$ cat config.mk
export PLATFORM = sky130hd
export DESIGN_NAME = cv32e40s_instr_obi_responder
export DESIGN_NICKNAME = d
export VERILOG_FILES = /design/src/rtl/cv32e40s_instr_obi_responder.sv
export SDC_FILE = /design/constraint.sdc
export NUM_CORES = 1
export LEC_CHECK = 0
export ABC_CLOCK_PERIOD_IN_PS = 3730
export BUFFER_PORTS_ARGS = -buffer_cell sky130_fd_sc_hd__buf_2
export CAP_MARGIN = 15
export CORE_MARGIN = 2
export CORE_UTILIZATION = 40
export CTS_CLUSTER_SIZE = 16
export DETAILED_ROUTE_END_ITERATION = 8
export GPL_ROUTABILITY_DRIVEN = 0
export MAX_ROUTING_LAYER = met4
export PLACE_DENSITY = 0.65
export SLEW_MARGIN = 20
export SYNTH_ARGS = -nofsm -noshare
export SYNTH_HDL_FRONTEND = slang
export SYNTH_SLANG_ARGS = --single-unit
$ cat constraint.sdc
create_clock -name clk -period 3.73 [get_ports clk]
set_clock_uncertainty 0.2 [all_clocks]
set_input_delay 0.5595 -clock clk [delete_from_list [all_inputs] [get_ports clk]]
set_output_delay 0.5595 -clock clk [all_outputs]
set_load 0.005 [all_outputs]
$ cat src/rtl/cv32e40s_instr_obi_responder.sv
// Instruction-side OBI responder with in-order tag/data FIFOs and integrity checking.
// Checks the A-phase checksum of each granted fetch and forwards only the good ones to memory.
//
// Ports:
//   clk, rst_n           clock, asynchronous active-low reset
//   obi_req_i/reqpar_i   A-phase request and its parity (expected !req)
//   obi_addr_i/prot_i/memtype_i/dbg_i/achk_i
//                        fetch attributes and address-phase checksum
//   obi_gnt_o/gntpar_o   grant and its parity
//   obi_rvalid_o/rvalidpar_o/rdata_o/err_o/rchk_o
//                        registered R-phase response and its checksum
//   mem_req_o/addr_o     forwarded memory request (word aligned)
//   mem_rvalid_i/rdata_i/err_i
//                        in-order memory response
//   int_err_o            sticky integrity error flag
module cv32e40s_instr_obi_responder #(
    parameter int DEPTH = 2
) (
    input  logic        clk,
    input  logic        rst_n,
    input  logic        obi_req_i,
    input  logic        obi_reqpar_i,
    input  logic [31:0] obi_addr_i,
    input  logic [2:0]  obi_prot_i,
    input  logic [1:0]  obi_memtype_i,
    input  logic        obi_dbg_i,
    input  logic [11:0] obi_achk_i,
    output logic        obi_gnt_o,
    output logic        obi_gntpar_o,
    output logic        obi_rvalid_o,
    output logic        obi_rvalidpar_o,
    output logic [31:0] obi_rdata_o,
    output logic        obi_err_o,
    output logic [4:0]  obi_rchk_o,
    output logic        mem_req_o,
    output logic [31:0] mem_addr_o,
    input  logic        mem_rvalid_i,
    input  logic [31:0] mem_rdata_i,
    input  logic        mem_err_i,
    output logic        int_err_o
);

    localparam int PW = (DEPTH > 1) ? $clog2(DEPTH) : 1;
    localparam int CW = $clog2(DEPTH + 1);
    localparam logic [CW-1:0] LP_DEPTH = CW'(DEPTH);
    localparam logic [PW-1:0] LP_LAST = PW'(DEPTH - 1);

    // Tag FIFO: 1 = LOCAL (checksum failed, answer with error), 0 = FWD.
    logic          r_tag [DEPTH];
    logic [32:0]   r_dat [DEPTH];
    logic [PW-1:0] r_twr, r_trd, r_dwr, r_drd;
    logic [CW-1:0] r_tcnt, r_dcnt;
    // FWD transactions still waiting for their memory response.
    logic [CW-1:0] r_pend;
    logic          r_rvalid;
    logic [31:0]   r_rdata;
    logic          r_err;
    logic          r_int_err;

    logic [11:0]   w_achk_exp;
    logic          w_achk_ok;
    logic          w_gnt;
    logic          w_fwd;
    logic          w_macc;
    logic          w_head_local;
    logic          w_dvalid;
    logic          w_pop;
    logic          w_dpop;
    logic [32:0]   w_dhead;
    logic          w_err_set;
    logic          w_unused;

    function automatic logic [PW-1:0] f_inc(input logic [PW-1:0] p);
        return (p == LP_LAST) ? '0 : p + PW'(1);
    endfunction

    assign w_achk_exp = {5'b11111,
                         ~^obi_dbg_i,
                         1'b1,
                         ~^{obi_prot_i, obi_memtype_i},
                         ~^obi_addr_i[31:24],
                         ~^obi_addr_i[23:16],
                         ~^obi_addr_i[15:8],
                         ~^{obi_addr_i[7:2], 2'b00}};
    assign w_achk_ok = (obi_achk_i == w_achk_exp);

    // Grant is forced low while reset is asserted.
    assign w_gnt = rst_n & obi_req_i & (r_tcnt < LP_DEPTH);
    assign w_fwd = w_gnt & w_achk_ok;

    // Memory is in order, so an accepted response belongs to the oldest
    // pending FWD entry; unsolicited responses are dropped.
    assign w_macc = mem_rvalid_i & (r_pend != '0);

    // An empty data FIFO is bypassed by an arriving response so it can be
    // returned one cycle after mem_rvalid_i.
    assign w_head_local = r_tag[r_trd];
    assign w_dvalid = (r_dcnt != '0) | w_macc;
    assign w_pop = (r_tcnt != '0) & (w_head_local | w_dvalid);
    assign w_dpop = w_pop & ~w_head_local;
    assign w_dhead = (r_dcnt == '0) ? {mem_rdata_i, mem_err_i} : r_dat[r_drd];

    assign w_err_set = (w_gnt & ~w_achk_ok) |
                       (obi_reqpar_i == obi_req_i) |
                       (mem_rvalid_i & (r_pend == '0));

    assign w_unused = ^obi_addr_i[1:0];

    always_ff @(posedge clk) begin
        if (w_gnt) begin
            r_tag[r_twr] <= ~w_achk_ok;
        end
        if (w_macc) begin
            r_dat[r_dwr] <= {mem_rdata_i, mem_err_i};
        end
    end

    always_ff @(posedge clk or negedge rst_n) begin
        if (!rst_n) begin
            r_twr     <= '0;
            r_trd     <= '0;
            r_dwr     <= '0;
            r_drd     <= '0;
            r_tcnt    <= '0;
            r_dcnt    <= '0;
            r_pend    <= '0;
            r_rvalid  <= 1'b0;
            r_rdata   <= '0;
            r_err     <= 1'b0;
            r_int_err <= 1'b0;
        end else begin
            if (w_gnt) begin
                r_twr <= f_inc(r_twr);
            end
            if (w_pop) begin
                r_trd <= f_inc(r_trd);
            end
            if (w_macc) begin
                r_dwr <= f_inc(r_dwr);
            end
            if (w_dpop) begin
                r_drd <= f_inc(r_drd);
            end
            r_tcnt <= r_tcnt + CW'(w_gnt) - CW'(w_pop);
            r_dcnt <= r_dcnt + CW'(w_macc) - CW'(w_dpop);
            r_pend <= r_pend + CW'(w_fwd) - CW'(w_macc);
            r_rvalid <= w_pop;
            if (w_pop && w_head_local) begin
                r_rdata <= '0;
                r_err   <= 1'b1;
            end else if (w_pop) begin
                r_rdata <= w_dhead[32:1];
                r_err   <= w_dhead[0];
            end else begin
                r_rdata <= '0;
                r_err   <= 1'b0;
            end
            if (w_err_set) begin
                r_int_err <= 1'b1;
            end
        end
    end

    assign obi_gnt_o       = w_gnt;
    assign obi_gntpar_o    = ~w_gnt;
    assign obi_rvalid_o    = r_rvalid;
    assign obi_rvalidpar_o = ~r_rvalid;
    assign obi_rdata_o     = r_rdata;
    assign obi_err_o       = r_err;
    assign obi_rchk_o      = {~^{r_err, 1'b0},
                              ~^r_rdata[31:24],
                              ~^r_rdata[23:16],
                              ~^r_rdata[15:8],
                              ~^r_rdata[7:0]};
    assign mem_req_o       = w_fwd;
    assign mem_addr_o      = {obi_addr_i[31:2], 2'b00};
    assign int_err_o       = r_int_err;

endmodule

# Yosys cells after proc, flatten, opt, wreduce, memory -nomap -nowiden
# Memories as Yosys holds them, arrays and structs flattened.
# Cells that the tools add are included.
[word_totals] register_bits=45 n_memories=2 out_inout_bits=76 mem_bits_rw=68 elab_cells=72 inputBits=88
[mem_list] name="r_dat" words=2 word_bits=33 read_ports=1 rd_ports_with_merged_regs=0 write_ports=1 line="50" rtl="logic [32:0] r_dat [DEPTH];"
[mem_list] name="r_tag" words=2 word_bits=1 read_ports=1 rd_ports_with_merged_regs=0 write_ports=1 line="49" rtl="logic r_tag [DEPTH];"
[classes] n_reduce_logical=16 n_addsub=10 n_lt_le_gt_ge=1 muxes=13 eq_ne=2 bitwise_logic=17
[ops] cell="two-way mux 32 bit" count=2
[ops] cell="XNOR reduction 8 bit" count=8
[ops] cell="two-way mux 33 bit" count=1
[ops] cell="== test 12 bit" count=1
[ops] cell="two-way mux 1 bit" count=10
[ops] cell="AND 1 bit" count=8
[ops] cell="adder 2 x 1 -> 2 bit" count=3
[ops] cell="nonzero test 2 bit" count=3
[ops] cell="subtractor 2 x 1 -> 2 bit" count=3
[ops] cell="inverter 1 bit" count=5
[ops] cell="XNOR reduction 5 bit" count=1
[ops] cell="adder 1 bit, second input constant" count=4
[ops] cell="logical NOT 2 bit" count=2
[ops] cell="OR 1 bit" count=4
[ops] cell="less-than comparator 2 bit, second input constant" count=1
[ops] cell="XNOR reduction 2 bit" count=1
[ops] cell="== test 1 bit" count=1
[ops] cell="logical AND 1 bit" count=1

# Logic depth before layout (Yosys ltp)
[logic_depth] word_depth=7 depth_mapped=10

# Least setup slack after synthesis
# No wires, ideal clock.
[synth_timing] path_kind="input to output" startpoint="input port obi_addr_i[3]" endpoint="output port mem_req_o" path_stages=5 required_time_ns=2.970 slack_ns=0.972 arrival_time_ns=1.998 cell_sequence="xnor3_1 xnor3_1 nand3_1 or4_4 nor2_1"
[synth_via] elab_chain_len=3
[synth_lines] item="start, declared" line="23" rtl="input logic [31:0] obi_addr_i,"
[synth_lines] item="XNOR reduction 8 bit" line="84" rtl="~^{obi_addr_i[7:2], 2'b00}};"
[synth_lines] item="== test 12 bit" line="85" rtl="assign w_achk_ok = (obi_achk_i == w_achk_exp);"
[synth_lines] item="AND 1 bit" line="89" rtl="assign w_fwd = w_gnt & w_achk_ok;"
[synth_lines] item="end, declared" line="35" rtl="output logic mem_req_o,"
# Every way passes these cells.

# Final worst setup path
# Ends and elaborated chain as after synthesis.

==> qor.csv <==
stage,metric,value,unit
finish,final_net_count,598,
timing,final_critical_path_setup_slack,0.679,ns
placed_design,dp_hpwl,6.80,mm
die,floorplan.initialDensity,40.7,%
yosys,ys_async_sr_fraction,39.8,%
route,finalWirelength,10.1,mm
finish,syn_to_final_growth,26.2,%
timing,grt_setup_unrepaired,false,
finish,antenna_cells,0,
status,run_status,finished clean,
finish,layout_common_cells,"159 x sky130_fd_sc_hd__buf_2, 68 x sky130_fd_sc_hd__edfxtp_1, 53 x sky130_fd_sc_hd__xnor2_1",
timing,report.final.slew_viol_count,0,
grt,grt_max_degree,67,
placed_design,dpl_worst_slack,0.647,ns
worst_setup_path,reg2reg_depth,7,
placed_design,port_buffers,159,
timing,slew_headroom,27.8,%
finish,number_of_fillers_in_the_final_layout,1077,
power_and_ir_drop,leakagePower,2.87,nW
timing,fmaxAchievable,328,MHz
worst_setup_path,arrival,2.29,ns
clocking,cts_setup_buffers,0,
die,die_x,117,um
clocking,htree_num_levels,4,
finish,final-instance-count-excl-fill,689,
clocking,clock_tree.root_cell,sky130_fd_sc_hd__clkbuf_16,
timing,final-hold-violation-count,0,
route,number_of_iterations_in_the_first_detailed_routing_pass,4,
timing,final.setup.tns,0,ns
yosys,post-synth-top-area-cell,sky130_fd_sc_hd__edfxtp_1,
placed_design,placed_area,0.00589,mm^2
worst_setup_path,r2r-end,r_tcnt[1],
die,die_height,117,um
worst_setup_path,setup.worst_path.end_class,primary output,
worst_setup_path,endpoint_of_the_worst_setup_timing_path,mem_req_o,
die,floorplan.io_pins,164,
yosys,ys_seq_elements,113,
route,antenna_left,0,
worst_setup_path,critPathRequiredTime,2.97,ns
yosys,synth_flop_cell,sky130_fd_sc_hd__edfxtp_1,
die,core_area,0.0126,mm^2
yosys,sequential_to_total_area_share_from_yosys_stat,62.0,%
route,route.vias.total,3191,
grt,grt_pass1_wl,15.2,mm
worst_hold_path,worstHoldPathType,input pin to asynchronous set/reset pin,
yosys,yosysWarningCount,0,
clocking,clock_sinks,113,
yosys,synthDistinctLibCells,28,
timing,period_needed,3.05,ns
finish,layout.cells.most_common,sky130_fd_sc_hd__buf_2,
grt,grtUsageTotal,15.7,%
timing,setup_viol,0,
clocking,cts.reportedPaths.clkPinSlew,0.05,ns
timing,final.period_utilization,81.8,%
yosys,area_contributors_post_synth,"sky130_fd_sc_hd__edfxtp_1 40%, sky130_fd_sc_hd__dfrtp_1 22%, sky130_fd_sc_hd__xnor2_1 9.1%, sky130_fd_sc_hd__mux2i_1 6.7%, sky130_fd_sc_hd__a211oi_1 4.7%",
die,design.die.area,0.0137,mm^2
finish,fraction_of_layout_instances_using_a_drive_strength_above_1,38.7,%
yosys,post_syn_area,0.00511,mm^2
worst_setup_path,setup.worst_path.class,input pin to primary output,
clocking,tritoncts_clock_tree,done,
worst_setup_path,setup.worst_path.start,obi_addr_i[3],
job,timing.max_cap.violations,0,
worst_setup_path,rrSetupSlack,1.40,ns
clocking,cts_buffers,17,
worst_setup_path,critical_path.max_fanout,4,
yosys,syn-instance-count,368,
grt,antenna_violations_before_repair,0,
route,remaining_drc_errors,0,
finish,fin_area,0.00645,mm^2
clocking,cts-hold-fix-buffers,0,
timing,hold_ws,0.131,ns
clocking,post_cts.resized_instances,0,
die,placementRows,41,
grt,grt_pass1_vias,3128,
route,drt_iter0_drc,165,
worst_setup_path,critical_path.reg2reg.startpoint,r_pend[1],
power_and_ir_drop,power.density_cell_area,868,mW/mm^2
timing,timing_worst_slew_pin_value,1.08,ns
clocking,cts-root-to-sink-buffers,2,
yosys,netlist.area_leader.share,39.9,%
grt,gr-total-overflow,0,
yosys,syn-mean-instance-area,13.9,um^2
placed_design,placedCellCount,657,
yosys,synth-edff-count,68,
route,detail_route.vias_per_cell,4.63,
power_and_ir_drop,worst_ir_drop_vdd,447,uV
route,avgRoutedWirePerCell,14.6,um
clocking,clock_latency,0.40,ns
worst_setup_path,worstSetupStartpointType,input pin,
[power by group]
| group | switching, W | internal, W | leakage, nW |
|---|---|---|---|
| sequential | 0.000307 | 0.00178 | 1.20 |
| combinational | 0.000971 | 0.00103 | 1.39 |
| clock | 0.000515 | 0.000999 | 0.277 |
| total | 0.00179 | 0.00381 | 2.87 |
[synth_stat cells (all sizes together) (2+ instances only)]
library cell / instances
edfxtp: 68
xnor2: 53
dfrtp: 45
nor2: 38
mux2i: 34
a211oi: 32
buf: 32
clkbuf: 15
inv: 10
xor2: 10
ha: 6
xnor3: 6
nand2: 3
and2: 2
o21ai: 2
[worst max-delay path, stage by stage]
cell and delay (ns):
sky130_fd_sc_hd__buf_2 0.08, sky130_fd_sc_hd__xnor3_1 0.37, sky130_fd_sc_hd__xnor3_1 0.37, sky130_fd_sc_hd__nand3_1 0.09, sky130_fd_sc_hd__or4_4 0.51, sky130_fd_sc_hd__nor2_1 0.16
sky130_fd_sc_hd__buf_2 0.14
[routing by layer]
layer / GRT usage, % / wire (um)
met1: 17.9 / 4120
met3: 5.05 / 664
met2: 26.1 / 5180
met5: - / 0
met4: 5.65 / 119
[registers in the layout, indices dropped and copies added, names as in the netlist]
name	flops
r_dat	66
obi_rdata_o	32
r_dcnt	2
r_pend	2
r_tag	2
r_tcnt	2
int_err_o	1
obi_err_o	1
obi_rvalid_o	1
r_drd	1
r_dwr	1
r_trd	1
r_twr	1
[stage by stage]
| stage | util [%] | power, W |
|---|---|---|
| finish | 51.3 | 0.00560 |
| global route | 51.3 | 0.00600 |
| CTS | 51.3 | 0.00569 |
| detailed placement | 46.8 | 0.00417 |
| global placement | 46.8 | 0.00411 |
| floorplan | - | 0.00341 |
[worst min-delay path by stage]
stage,from,to,slack [ns],cells after the start
6_report,rst_n,obi_rdata_o[5],0.13,2
3_3_place_gp,r_dcnt[1],r_dcnt[1],0.28,1
4_1_cts,mem_rdata_i[4],r_dat[0][5],0.15,1
5_1_grt,mem_rdata_i[14],r_dat[1][15],0.15,1
3_5_place_dp,r_trd,r_trd,0.28,1
2_1_floorplan,rst_n,int_err_o,0.06,0
[logic make-up (layout without fill, tap and decap cells)]
family	after synthesis	in the layout	synth area share, %
AO/OA/AOI/OAI	39	39	5.58
XOR/XNOR	69	69	13.4
flip-flops	113	113	62.0
AND/OR/NAND/NOR	49	49	4.28
other	1	2	0.0734
multiplexers	34	34	6.66
adder cells (fa/ha/maj)	6	6	1.47
buffers and inverters	57	205	6.53
[final cells by class]
class,instances,area (um^2),area share (%)
inverters,10,37.5,0.582
repair buffers,163,826,12.8
multi-input cells,199,1640,25.4
well taps,172,215,3.33
clock buffers,27,513,7.95
clock inverters,5,52.6,0.814
flip-flops and latches,113,3170,49.1
No activity file was read; power rests on OpenSTA's default activity.
